`config.mk`:
```
export PLATFORM = sky130hd
export DESIGN_NAME = multicycle_control_fsm
export DESIGN_NICKNAME = d
export VERILOG_FILES = /design/src/rtl/multicycle_control_fsm.sv
export SDC_FILE = /design/constraint.sdc
export NUM_CORES = 1
export LEC_CHECK = 0
export ABC_AREA = 1
export BUFFER_PORTS_ARGS = -buffer_cell sky130_fd_sc_hd__buf_2
export CAP_MARGIN = 10
export CORE_MARGIN = 5
export CORE_UTILIZATION = 47
export CTS_BUF_LIST = sky130_fd_sc_hd__clkbuf_4 sky130_fd_sc_hd__clkbuf_8 sky130_fd_sc_hd__clkbuf_16
export DETAILED_ROUTE_END_ITERATION = 12
export GPL_TIMING_DRIVEN = 0
export PLACE_DENSITY = 0.82
export SETUP_SLACK_MARGIN = 0.15
export SYNTH_ARGS = -nofsm -noshare
export SYNTH_HDL_FRONTEND = slang
export SYNTH_SLANG_ARGS = --single-unit
export TNS_END_PERCENT = 5
```
`constraint.sdc`:
```
create_clock -name clk -period 3.57 [get_ports clk]
set_clock_uncertainty 0.1 [all_clocks]
set_input_delay 0.1785 -clock clk [delete_from_list [all_inputs] [get_ports clk]]
set_output_delay 0.1785 -clock clk [all_outputs]
set_load 0.05 [all_outputs]
```
`src/rtl/multicycle_control_fsm.sv`:
```
// Main control FSM for the multicycle MIPS datapath.
// Sequences fetch, decode, execute, memory and write-back states, drives all
// datapath selects and write enables, and stalls on mem_ready_i.
// Optional feature macro: MULTICYCLE_JAL_EN adds the JAL state and link_o.
// Handshake: a memory access (FETCH, MEM_READ, MEM_WRITE) holds its request
// asserted and the FSM stays in that state until mem_ready_i is seen high; the
// access completes in the cycle where request and mem_ready_i are both high.
module multicycle_control_fsm #(
  parameter logic [3:0] RESET_STATE = 4'd0
) (
  input  logic       clk,
  input  logic       reset,
  input  logic [5:0] opcode_i,
  input  logic       mem_ready_i,
  output logic       pc_write_o,
  output logic       pc_write_cond_o,
  output logic       branch_ne_o,
  output logic       i_or_d_o,
  output logic       mem_read_o,
  output logic       mem_write_o,
  output logic       ir_write_o,
  output logic       mem_to_reg_o,
  output logic       reg_dst_o,
  output logic       reg_write_o,
  output logic       alu_src_a_o,
  output logic [1:0] alu_src_b_o,
  output logic [1:0] pc_source_o,
  output logic [2:0] alu_op_o,
  output logic       illegal_op_o,
`ifdef MULTICYCLE_JAL_EN
  output logic       link_o,
`endif
  output logic [3:0] state_o
);

  localparam logic [3:0] S_FETCH     = 4'd0;
  localparam logic [3:0] S_DECODE    = 4'd1;
  localparam logic [3:0] S_MEM_ADDR  = 4'd2;
  localparam logic [3:0] S_MEM_READ  = 4'd3;
  localparam logic [3:0] S_MEM_WB    = 4'd4;
  localparam logic [3:0] S_MEM_WRITE = 4'd5;
  localparam logic [3:0] S_EXEC_R    = 4'd6;
  localparam logic [3:0] S_R_WB      = 4'd7;
  localparam logic [3:0] S_BRANCH    = 4'd8;
  localparam logic [3:0] S_JUMP      = 4'd9;
  localparam logic [3:0] S_EXEC_I    = 4'd10;
  localparam logic [3:0] S_I_WB      = 4'd11;
  localparam logic [3:0] S_JAL       = 4'd12;

  localparam logic [5:0] OP_RTYPE = 6'b000000;
  localparam logic [5:0] OP_J     = 6'b000010;
  localparam logic [5:0] OP_JAL   = 6'b000011;
  localparam logic [5:0] OP_BEQ   = 6'b000100;
  localparam logic [5:0] OP_BNE   = 6'b000101;
  localparam logic [5:0] OP_ADDI  = 6'b001000;
  localparam logic [5:0] OP_ANDI  = 6'b001100;
  localparam logic [5:0] OP_ORI   = 6'b001101;
  localparam logic [5:0] OP_LUI   = 6'b001111;
  localparam logic [5:0] OP_LW    = 6'b100011;
  localparam logic [5:0] OP_SW    = 6'b101011;

  logic [3:0] state_q;
  logic [3:0] state_d;
  logic [3:0] decode_target;
  logic       op_known;

  // Opcode dispatch out of DECODE; unknown opcodes fall back to FETCH.
  always_comb begin
    decode_target = S_FETCH;
    op_known      = 1'b1;
    case (opcode_i)
      OP_LW, OP_SW:                   decode_target = S_MEM_ADDR;
      OP_RTYPE:                       decode_target = S_EXEC_R;
      OP_BEQ, OP_BNE:                 decode_target = S_BRANCH;
      OP_J:                           decode_target = S_JUMP;
      OP_ADDI, OP_ORI, OP_ANDI, OP_LUI: decode_target = S_EXEC_I;
`ifdef MULTICYCLE_JAL_EN
      OP_JAL:                         decode_target = S_JAL;
`endif
      default:                        op_known = 1'b0;
    endcase
  end

  // Next-state logic; memory states wait for mem_ready_i.
  always_comb begin
    state_d = S_FETCH;
    case (state_q)
      S_FETCH:     state_d = mem_ready_i ? S_DECODE : S_FETCH;
      S_DECODE:    state_d = decode_target;
      S_MEM_ADDR:  state_d = (opcode_i == OP_SW) ? S_MEM_WRITE : S_MEM_READ;
      S_MEM_READ:  state_d = mem_ready_i ? S_MEM_WB : S_MEM_READ;
      S_MEM_WB:    state_d = S_FETCH;
      S_MEM_WRITE: state_d = mem_ready_i ? S_FETCH : S_MEM_WRITE;
      S_EXEC_R:    state_d = S_R_WB;
      S_R_WB:      state_d = S_FETCH;
      S_BRANCH:    state_d = S_FETCH;
      S_JUMP:      state_d = S_FETCH;
      S_EXEC_I:    state_d = S_I_WB;
      S_I_WB:      state_d = S_FETCH;
      default:     state_d = S_FETCH;
    endcase
  end

  // State register with synchronous active-low reset.
  always_ff @(posedge clk) begin
    if (!reset) state_q <= RESET_STATE;
    else        state_q <= state_d;
  end

  // Moore output decode; everything is forced low while reset is held so an
  // interrupted access never sees a stray enable in the reset cycle.
  always_comb begin
    pc_write_o      = 1'b0;
    pc_write_cond_o = 1'b0;
    branch_ne_o     = 1'b0;
    i_or_d_o        = 1'b0;
    mem_read_o      = 1'b0;
    mem_write_o     = 1'b0;
    ir_write_o      = 1'b0;
    mem_to_reg_o    = 1'b0;
    reg_dst_o       = 1'b0;
    reg_write_o     = 1'b0;
    alu_src_a_o     = 1'b0;
    alu_src_b_o     = 2'b00;
    pc_source_o     = 2'b00;
    alu_op_o        = 3'b000;
    illegal_op_o    = 1'b0;
`ifdef MULTICYCLE_JAL_EN
    link_o          = 1'b0;
`endif
    state_o         = 4'd0;
    if (reset) begin
      state_o = state_q;
      case (state_q)
        S_FETCH: begin
          mem_read_o  = 1'b1;
          alu_src_b_o = 2'b01;
          alu_op_o    = 3'b011;
          ir_write_o  = mem_ready_i;
          pc_write_o  = mem_ready_i;
        end
        S_DECODE: begin
          alu_src_b_o  = 2'b11;
          alu_op_o     = 3'b011;
          illegal_op_o = ~op_known;
        end
        S_MEM_ADDR: begin
          alu_src_a_o = 1'b1;
          alu_src_b_o = 2'b10;
          alu_op_o    = 3'b011;
        end
        S_MEM_READ: begin
          mem_read_o = 1'b1;
          i_or_d_o   = 1'b1;
        end
        S_MEM_WB: begin
          reg_write_o  = 1'b1;
          mem_to_reg_o = 1'b1;
        end
        S_MEM_WRITE: begin
          mem_write_o = 1'b1;
          i_or_d_o    = 1'b1;
        end
        S_EXEC_R: begin
          alu_src_a_o = 1'b1;
          alu_op_o    = 3'b111;
        end
        S_R_WB: begin
          reg_write_o = 1'b1;
          reg_dst_o   = 1'b1;
        end
        S_BRANCH: begin
          alu_src_a_o     = 1'b1;
          alu_op_o        = 3'b010;
          pc_write_cond_o = 1'b1;
          pc_source_o     = 2'b01;
          branch_ne_o     = opcode_i[0];
        end
        S_JUMP: begin
          pc_write_o  = 1'b1;
          pc_source_o = 2'b10;
        end
        S_EXEC_I: begin
          alu_src_a_o = 1'b1;
          alu_src_b_o = 2'b10;
          case (opcode_i)
            OP_ADDI: alu_op_o = 3'b100;
            OP_ORI:  alu_op_o = 3'b101;
            OP_ANDI: alu_op_o = 3'b001;
            OP_LUI:  alu_op_o = 3'b110;
            default: alu_op_o = 3'b000;
          endcase
        end
        S_I_WB: begin
          reg_write_o = 1'b1;
        end
`ifdef MULTICYCLE_JAL_EN
        S_JAL: begin
          pc_write_o  = 1'b1;
          pc_source_o = 2'b10;
          reg_write_o = 1'b1;
          link_o      = 1'b1;
        end
`endif
        default: begin
          state_o = state_q;
        end
      endcase
    end
  end

endmodule

```
==> impl_results.md, run 1 <==
* Fraction of synthesis flops using an asynchronous set or reset pin at 0
* Syn_area_per_cell at roughly 5.0 um2
* Fin worst setup slack at ~1.7 ns
* Simple-Gate Fraction of Synth Area at 0.5582
* Global-route wire length before repair at ~2.9 mm
* Type of element launching the critical path: flip-flop
* Post-Syn Nets at between 100 and 150
* Chip Width at between 40 and 50 um
* Hold bufs inserted after CTS at 0
* WP data required at ~3.3 ns
* First drt pass iteration count at 4
* Portion of total power attributed to the clock network at 0.317
* Register with the highest flop count: state_q
* Outcome: finished clean
* Post-route total power at 174.9 uW
* Worst hold stages at 3
* Proportion of netlist area held by the largest area contributor at 0.1893
* Net load switching power at 73.33 uW
* Critical path startpoint: state_q[3]
* Number of max-slew violations in the final report at 0
* Sequential fraction of the synthesis area at 0.1262
* Post-synth design cell area at roughly 630 um2
* Setup TNS at 0 ns
* CTS clk-pin slew, worst paths at 0.04 ns
* Number of ports placed on the die boundary at 32
* Data arrival time of the critical path at ~1.6 ns
* Number of cells traversed by the worst register-to-register path at 7
* Share of cell area taken by muxes after synthesis at 0
* Global-route usage over all layers at 0.1777
* Clock tree sinks at 4
* Die H at 46.74 um
* Std-Cell Core Area at around 1300 um2
* Initial antenna violation count at 0
* Total wire length after detailed routing at between 1.5 and 2 mm
* Largest area contributor in the netlist: sky130_fd_sc_hd__nand2_1
* Cells after Synth at roughly 130
* Fin crit period at between 1.5 and 2 ns
* Area growth syn-to-layout at 30.18%
* Worst path max stage delay at 0.48 ns
* Std-Cell Rows at 13
* Initial drt markers at 19
* Total number of yosys warnings at 0
* Synth area leaders: sky130_fd_sc_hd__nand2_1 19%, sky130_fd_sc_hd__nor2_1 15%, sky130_fd_sc_hd__dfxtp_1 13%
* Count of final setup violators at 0
* Leakage power at approximately 0.00050 uW
* Slew @ Worst Pin at 0.3756 ns
* Share of the cycle needed by the critical path after routing at 0.5360
* End of the worst register-to-register path: state_q[1]
* Fillcell total at 128
* Cell breakdown of the critical path: inv_2 > nor2_2 > nand2_2 > nor2_1 > nand2_1 > a21oi_1 > buf_2
* Register-to-register setup slack at approximately 2.2 ns
* Drt via density at roughly 5
* Worst Hold Class: in2reg
* CP max FO at 6
* Critical setup path kind: reg2out
* PostCTS Resize Cnt at 0
* Number of global-route vias before repair at approximately 770
* Pre-CTS WS at between 1.5 and 2 ns
* Max_cap viols at 0
* Share of the synthesized area in compound gates (AO/OA/AOI/OAI) at 0.1519
* Hold Path Origin: reset
* Synth Area in Adders at 0
* Fraction of power spent switching nets at 0.4193
* VDD IR-drop max at about 0.00021 V
* Number of buffer cells added on primary ports at 30
* Number of flip-flops in the largest register at 4
* Later-pin clock latency in the skew report at between 0.2 and 0.25 ns
* Worst r2r src: state_q[2]
* Unrepaired setup endpoints after global routing: false
* Slew HR at 0.7496
* Maximum clock insertion buffer count at 2
* Number of nets with antenna violations after detailed routing at 0
* Clk Tree Root Cell: sky130_fd_sc_hd__clkbuf_4
* Sequential share of power at 0.276
* Count of unique library cells instantiated by Yosys at 24
* Combinational cell fraction of total power at 0.407
* Area share of xor/xnor cells in the synthesized design at 0
* Post-layout nets at 170
* Placer congestion estimate at roughly 0.90
* CP endpoint: alu_op_o[0]
* Total global routing overflow at 0
* TritonCTS buffer count at 3
* Average wire length per cell after detail routing at between 10 and 15 um
* Total half-perimeter wirelength after legalization and detailed placement at roughly 1.5 mm
* Clock tree from TritonCTS: yes
* Largest registers: state_q x4
* Maximum number of pins on one net before global-route repair at 11
* Critical path's slowest cell: sky130_fd_sc_hd__dfxtp_1
* Proportion of layout cells with a drive suffix above 1 at 0.2830
* Internal power consumption at just over 100 uW
* Post-CTS Setup Inserts at 0
* H-tree Lvls at 1
* Endpoint kind of the worst setup timing path: output port
* Overall via count from detail_route at between 800 and 900
* Achievable Freq at roughly 520 MHz
* Synth Flop Type: sky130_fd_sc_hd__dfxtp_1
* Effective utilization at floorplan at 0.4937
* Count of flip-flops with a built-in enable after synthesis at 0
* Final hold violation count at 0
* Total of flip-flops plus latches after synthesis at 4
* Area enclosed by the die boundary at ~2200 um2
* Post-detailed-route DRC marker count at 0
* Largest family of logic cells by synthesized area: simple AND/OR/NAND/NOR gates
* Power per cell area at 211.8 nW/um2
* Diode count at 0
-- per-stage QoR --
step | hold slack, ns | cells | cell area (um2) | utilization
after floorplan | 0.2993 | 126 | 634.4 | -
after global placement | 0.4424 | 171 | 803.3 | 0.6251
after detailed placement | 0.4475 | 171 | 803.3 | 0.6251
after CTS | 0.1982 | 174 | 825.8 | 0.6426
after global routing | 0.2229 | 174 | 825.8 | 0.6426
final | 0.2022 | 174 | 825.8 | 0.6426
-- cell families (layout without fill, tap and decap cells) --
family / after synthesis / count (layout)
flip-flops: 4 / 4
buffers and inverters: 26 / 59
AO/OA/AOI/OAI: 17 / 17
AND/OR/NAND/NOR: 79 / 79
-- layer usage --
layer,part of all wire,vias up,global-route usage
met5,0,-,0
met4,0.016,0,0.03315
met3,0.096,4,0.06513
met2,0.47,38,0.3242
met1,0.42,360,0.1991
li1,-,467,-
-- worst min-delay path by stage --
stage | to | slack (ns)
detailed placement | state_q[3] | 0.45
global route | state_q[3] | 0.22
floorplan | state_q[2] | 0.30
global placement | state_q[3] | 0.44
finish | state_q[3] | 0.20
CTS | state_q[3] | 0.20
-- cell type report --
type / instances / area, um2 / share of cell area
Buffer: 3 / 16.27 / 0.01970
Timing Repair Buffer: 30 / 150.1 / 0.1818
Clock buffer: 3 / 22.52 / 0.02727
Sequential cell: 4 / 80.08 / 0.09697
Tap cell: 15 / 18.77 / 0.02273
Multi-Input combinational cell: 96 / 450.4 / 0.5455
Inverter: 23 / 87.58 / 0.1061
-- cells in the final DEF, fill, tap and decap left out --
cell type,instances
sky130_fd_sc_hd__a21oi_1,8
sky130_fd_sc_hd__clkbuf_1,1
sky130_fd_sc_hd__nand2_2,1
sky130_fd_sc_hd__a31oi_1,2
sky130_fd_sc_hd__o211ai_1,1
sky130_fd_sc_hd__clkbuf_4,3
sky130_fd_sc_hd__a41oi_1,1
sky130_fd_sc_hd__clkinv_1,1
sky130_fd_sc_hd__o21ai_0,4
sky130_fd_sc_hd__buf_2,31
sky130_fd_sc_hd__a22oi_1,1
sky130_fd_sc_hd__nor3b_1,1
sky130_fd_sc_hd__clkinv_2,1
sky130_fd_sc_hd__nor2_1,25
sky130_fd_sc_hd__nor2_4,3
sky130_fd_sc_hd__buf_4,1
sky130_fd_sc_hd__nand3b_1,1
sky130_fd_sc_hd__inv_2,3
sky130_fd_sc_hd__nand3_1,7
sky130_fd_sc_hd__inv_1,18
sky130_fd_sc_hd__nor2_2,2
sky130_fd_sc_hd__nand2_1,32
sky130_fd_sc_hd__dfxtp_1,4
sky130_fd_sc_hd__nor3_1,5
sky130_fd_sc_hd__nand4_1,2
-- power groups by stage --
| stage | registers [uW] | logic, uW | clock network [uW] |
|---|---|---|---|
| after CTS | 48.4 | 71.2 | 58.0 |
| after detailed placement | 49.1 | 71.0 | 0 |
| after global routing | 48.5 | 77.1 | 62.8 |
| after global placement | 49.0 | 70.1 | 0 |
| after floorplan | 48.7 | 52.8 | 0 |
| final | 48.3 | 71.2 | 55.4 |
-- synthesized netlist by cell type, types with 2 or more instances --
cell and count:
sky130_fd_sc_hd__a21oi_1 8, sky130_fd_sc_hd__nand4_1 2, sky130_fd_sc_hd__nand3_1 7, sky130_fd_sc_hd__o21ai_0 4
sky130_fd_sc_hd__nor2_4 3, sky130_fd_sc_hd__dfxtp_1 4, sky130_fd_sc_hd__nand2_1 32, sky130_fd_sc_hd__inv_1 18
sky130_fd_sc_hd__nor2_2 2, sky130_fd_sc_hd__inv_2 3, sky130_fd_sc_hd__a31oi_1 2, sky130_fd_sc_hd__nor2_1 25
sky130_fd_sc_hd__nor3_1 5
-- critical path, delay by kind of cell, from the launching register on --
| kind | cells | cell delay, ns |
|---|---|---|
| compound gates | 1 | 0.13 |
| simple gates | 4 | 0.43 |
| flops | 1 | 0.48 |
| buf+inv | 2 | 0.35 |
No activity file was read; power rests on OpenSTA's default activity.
==> run 2, diff against run 1 <==
- CORE_UTILIZATION: 47 -> 40
- PLACE_DENSITY: 0.82 -> 0.74
- clock period: 3.57 -> 1.64 ns (I/O delays scaled with it)
==> run 2 against run 1 <==
Net effect: total power grew 140%; critical path depth down 2; wire length is 19% higher; clock power rose by 130%; final cell count increased by 3.4%; final area increased by 26%; die area grew 14%.
==> impl_results.md, run 2 (synthesized netlist as in run 1, its figures left out) <==
* Outcome: finished clean
* Maximum clock insertion buffer count at 2 (unchanged)
* Power per cell area at 397.3 nW/um2 (+88%)
* CTS clk-pin slew, worst paths at 0.04 ns (about the same)
* Placer congestion estimate at 0.8852 (-1.8%)
* CP max FO at 5 (-1)
* Number of flip-flops in the largest register at 4 (unchanged)
* Total half-perimeter wirelength after legalization and detailed placement at 1.616 mm (+7.6%)
* Initial antenna violation count at 0 (unchanged)
* Number of ports placed on the die boundary at 32 (unchanged)
* Most common cell after layout, fill and taps aside: sky130_fd_sc_hd__nand2_1
* Worst Hold Class: in2reg
* Hold Slack at 0.09586 ns (-0.1064 ns)
* Number of global-route vias before repair at 888 (+16%)
* Std-Cell Core Area at 1506 um2 (+17%)
* Register with the highest flop count: state_q
* WP data required at 1.46 ns (-1.83 ns)
* Global-route usage over all layers at 0.1816 (+0.003887)
* Critical path's slowest cell: sky130_fd_sc_hd__dfxtp_4
* Fin crit period at between 1.5 and 2 ns
* Number of buffer cells added on primary ports at 30 (unchanged)
* Die H at 49.83 um (+6.6%)
* Max_cap viols at 0 (unchanged)
* Effective utilization at floorplan at 0.4211 (-0.07257)
* Total wire length after detailed routing at 2.117 mm (+19%)
* Initial drt markers at 24 (+5)
* Clock tree from TritonCTS: yes
* Endpoint kind of the worst setup timing path: output port
* Number of nets with antenna violations after detailed routing at 0 (unchanged)
* Count of final setup violators at 0 (unchanged)
* Largest registers: state_q x4
* Proportion of layout cells with a drive suffix above 1 at 0.4268 (+0.1438)
* Clk Tree Root Cell: sky130_fd_sc_hd__clkbuf_4
* First drt pass iteration count at 4 (unchanged)
* Area growth syn-to-layout at 64.30%
* Unrepaired setup endpoints after global routing: true
* Clock tree sinks at 4 (unchanged)
* Slew HR at 0.7078 (-0.04183)
* TritonCTS buffer count at 3 (unchanged)
* Share of the cycle needed by the critical path after routing at 0.9764
* Leakage power at 0.0005654 uW (+13%)
* Number of max-slew violations in the final report at 0 (unchanged)
* Critical setup path kind: reg2out
* Average wire length per cell after detail routing at 11.76 um (+15%)
* Worst path max stage delay at 0.35 ns (-0.13 ns)
* Final hold violation count at 0 (unchanged)
* Hold bufs inserted after CTS at 0 (unchanged)
* Diode count at 0 (unchanged)
* Post-layout nets at 175 (+2.9%)
* Total global routing overflow at 0 (unchanged)
* Data arrival time of the critical path at 1.42 ns (-0.21 ns)
* Post-route total power at 414.1 uW (+140%)
* Later-pin clock latency in the skew report at 0.24 ns (about the same)
* Chip Width at 49.83 um (+6.6%)
* Type of element launching the critical path: flip-flop
* Maximum number of pins on one net before global-route repair at 11 (unchanged)
* Dominant cell type by count on the critical path: sky130_fd_sc_hd__buf_4
* Most frequent cells in the layout: 31 x sky130_fd_sc_hd__nand2_1, 21 x sky130_fd_sc_hd__nor2_1, 15 x sky130_fd_sc_hd__inv_1
* Slew @ Worst Pin at 0.4384 ns (+0.06274 ns)
* VDD IR-drop max at 0.0003835 V (+80%)
* Achievable Freq at 624.5 MHz
* Std-Cell Rows at 14 (+1)
* Drt via density at 5.156 (+3.2%)
* Post-detailed-route DRC marker count at 0 (unchanged)
* H-tree Lvls at 1 (unchanged)
* Overall via count from detail_route at 928 (+6.8%)
* Cell breakdown of the critical path: buf_4 > nor2_4 > nand2_1 > a21oi_1 > buf_4
* Global-route wire length before repair at 3.608 mm (+25%)
* Area enclosed by the die boundary at 2483 um2 (+14%)
-- run 2: cell count changes in the layout (fill, tap and decap cells not counted), moves of 3 or more --
cell / previous run / this run
sky130_fd_sc_hd__dfxtp_1: 4 / 0
sky130_fd_sc_hd__inv_1: 18 / 15
sky130_fd_sc_hd__inv_2: 3 / 6
sky130_fd_sc_hd__buf_6: 0 / 12
sky130_fd_sc_hd__dfxtp_4: 0 / 3
sky130_fd_sc_hd__buf_4: 1 / 11
sky130_fd_sc_hd__buf_2: 31 / 13
sky130_fd_sc_hd__nor2_1: 25 / 21
sky130_fd_sc_hd__nor2_4: 3 / 6
-- run 2: where the power goes --
group | switching [uW] | internal [uW]
logic | 127 | 59.0
clock network | 44.3 | 82.1
registers | 5.11 | 96.9
-- run 2: worst paths after layout --
check	from	slack, ns	depth (start not counted)	to
max	state_q[3]	0.04	5	i_or_d_o
min	reset	0.1	3	state_q[3]
max reg2reg	state_q[3]	0.31	8	state_q[2]
min reg2reg	state_q[0]	0.71	5	state_q[2]
-- run 2: metal layers --
metal  up-vias  share of wire  track usage
met2        35           0.52       0.3284
li1        474              -            -
met5         -              0            0
met4         0          0.012      0.08734
met1       415           0.41       0.1856
met3         4          0.063      0.05422
-- run 2: timing repair --
action                     4_1_cts  5_1_grt
resized for setup               33       25
setup endpoints to repair       18       19
setup buffers                    5        0
pin swaps                        7        7
-- run 2: final cells by class --
| class | instances | area [um2] |
|---|---|---|
| well taps | 16 | 20.02 |
| fillers | 129 | 464.2 |
| inverters | 23 | 87.58 |
| multi-input cells | 96 | 525.5 |
| plain buffers | 3 | 16.27 |
| flip-flops and latches | 4 | 92.59 |
| clock buffers | 3 | 22.52 |
| repair buffers | 35 | 277.8 |
-- run 2: critical path: cells and delay by family, from the launching register on --
kind | cells | cell delay, ns
buf+inv | 2 | 0.36
flops | 1 | 0.35
simple gates | 2 | 0.29
compound gates | 1 | 0.16
-- run 2: metrics by stage --
step	area [um2]	setup TNS, ns	util	instances	setup WS (ns)
after floorplan	664.4	-0.8485	-	126	-0.1794
after global placement	834.6	0	0.5540	172	0.07299
after detailed placement	834.6	0	0.5540	172	0.04898
after CTS	984.7	0	0.6537	180	0.04455
after global routing	1042	-0.1962	0.6919	180	-0.03644
final	1042	0	0.6919	180	0.03876
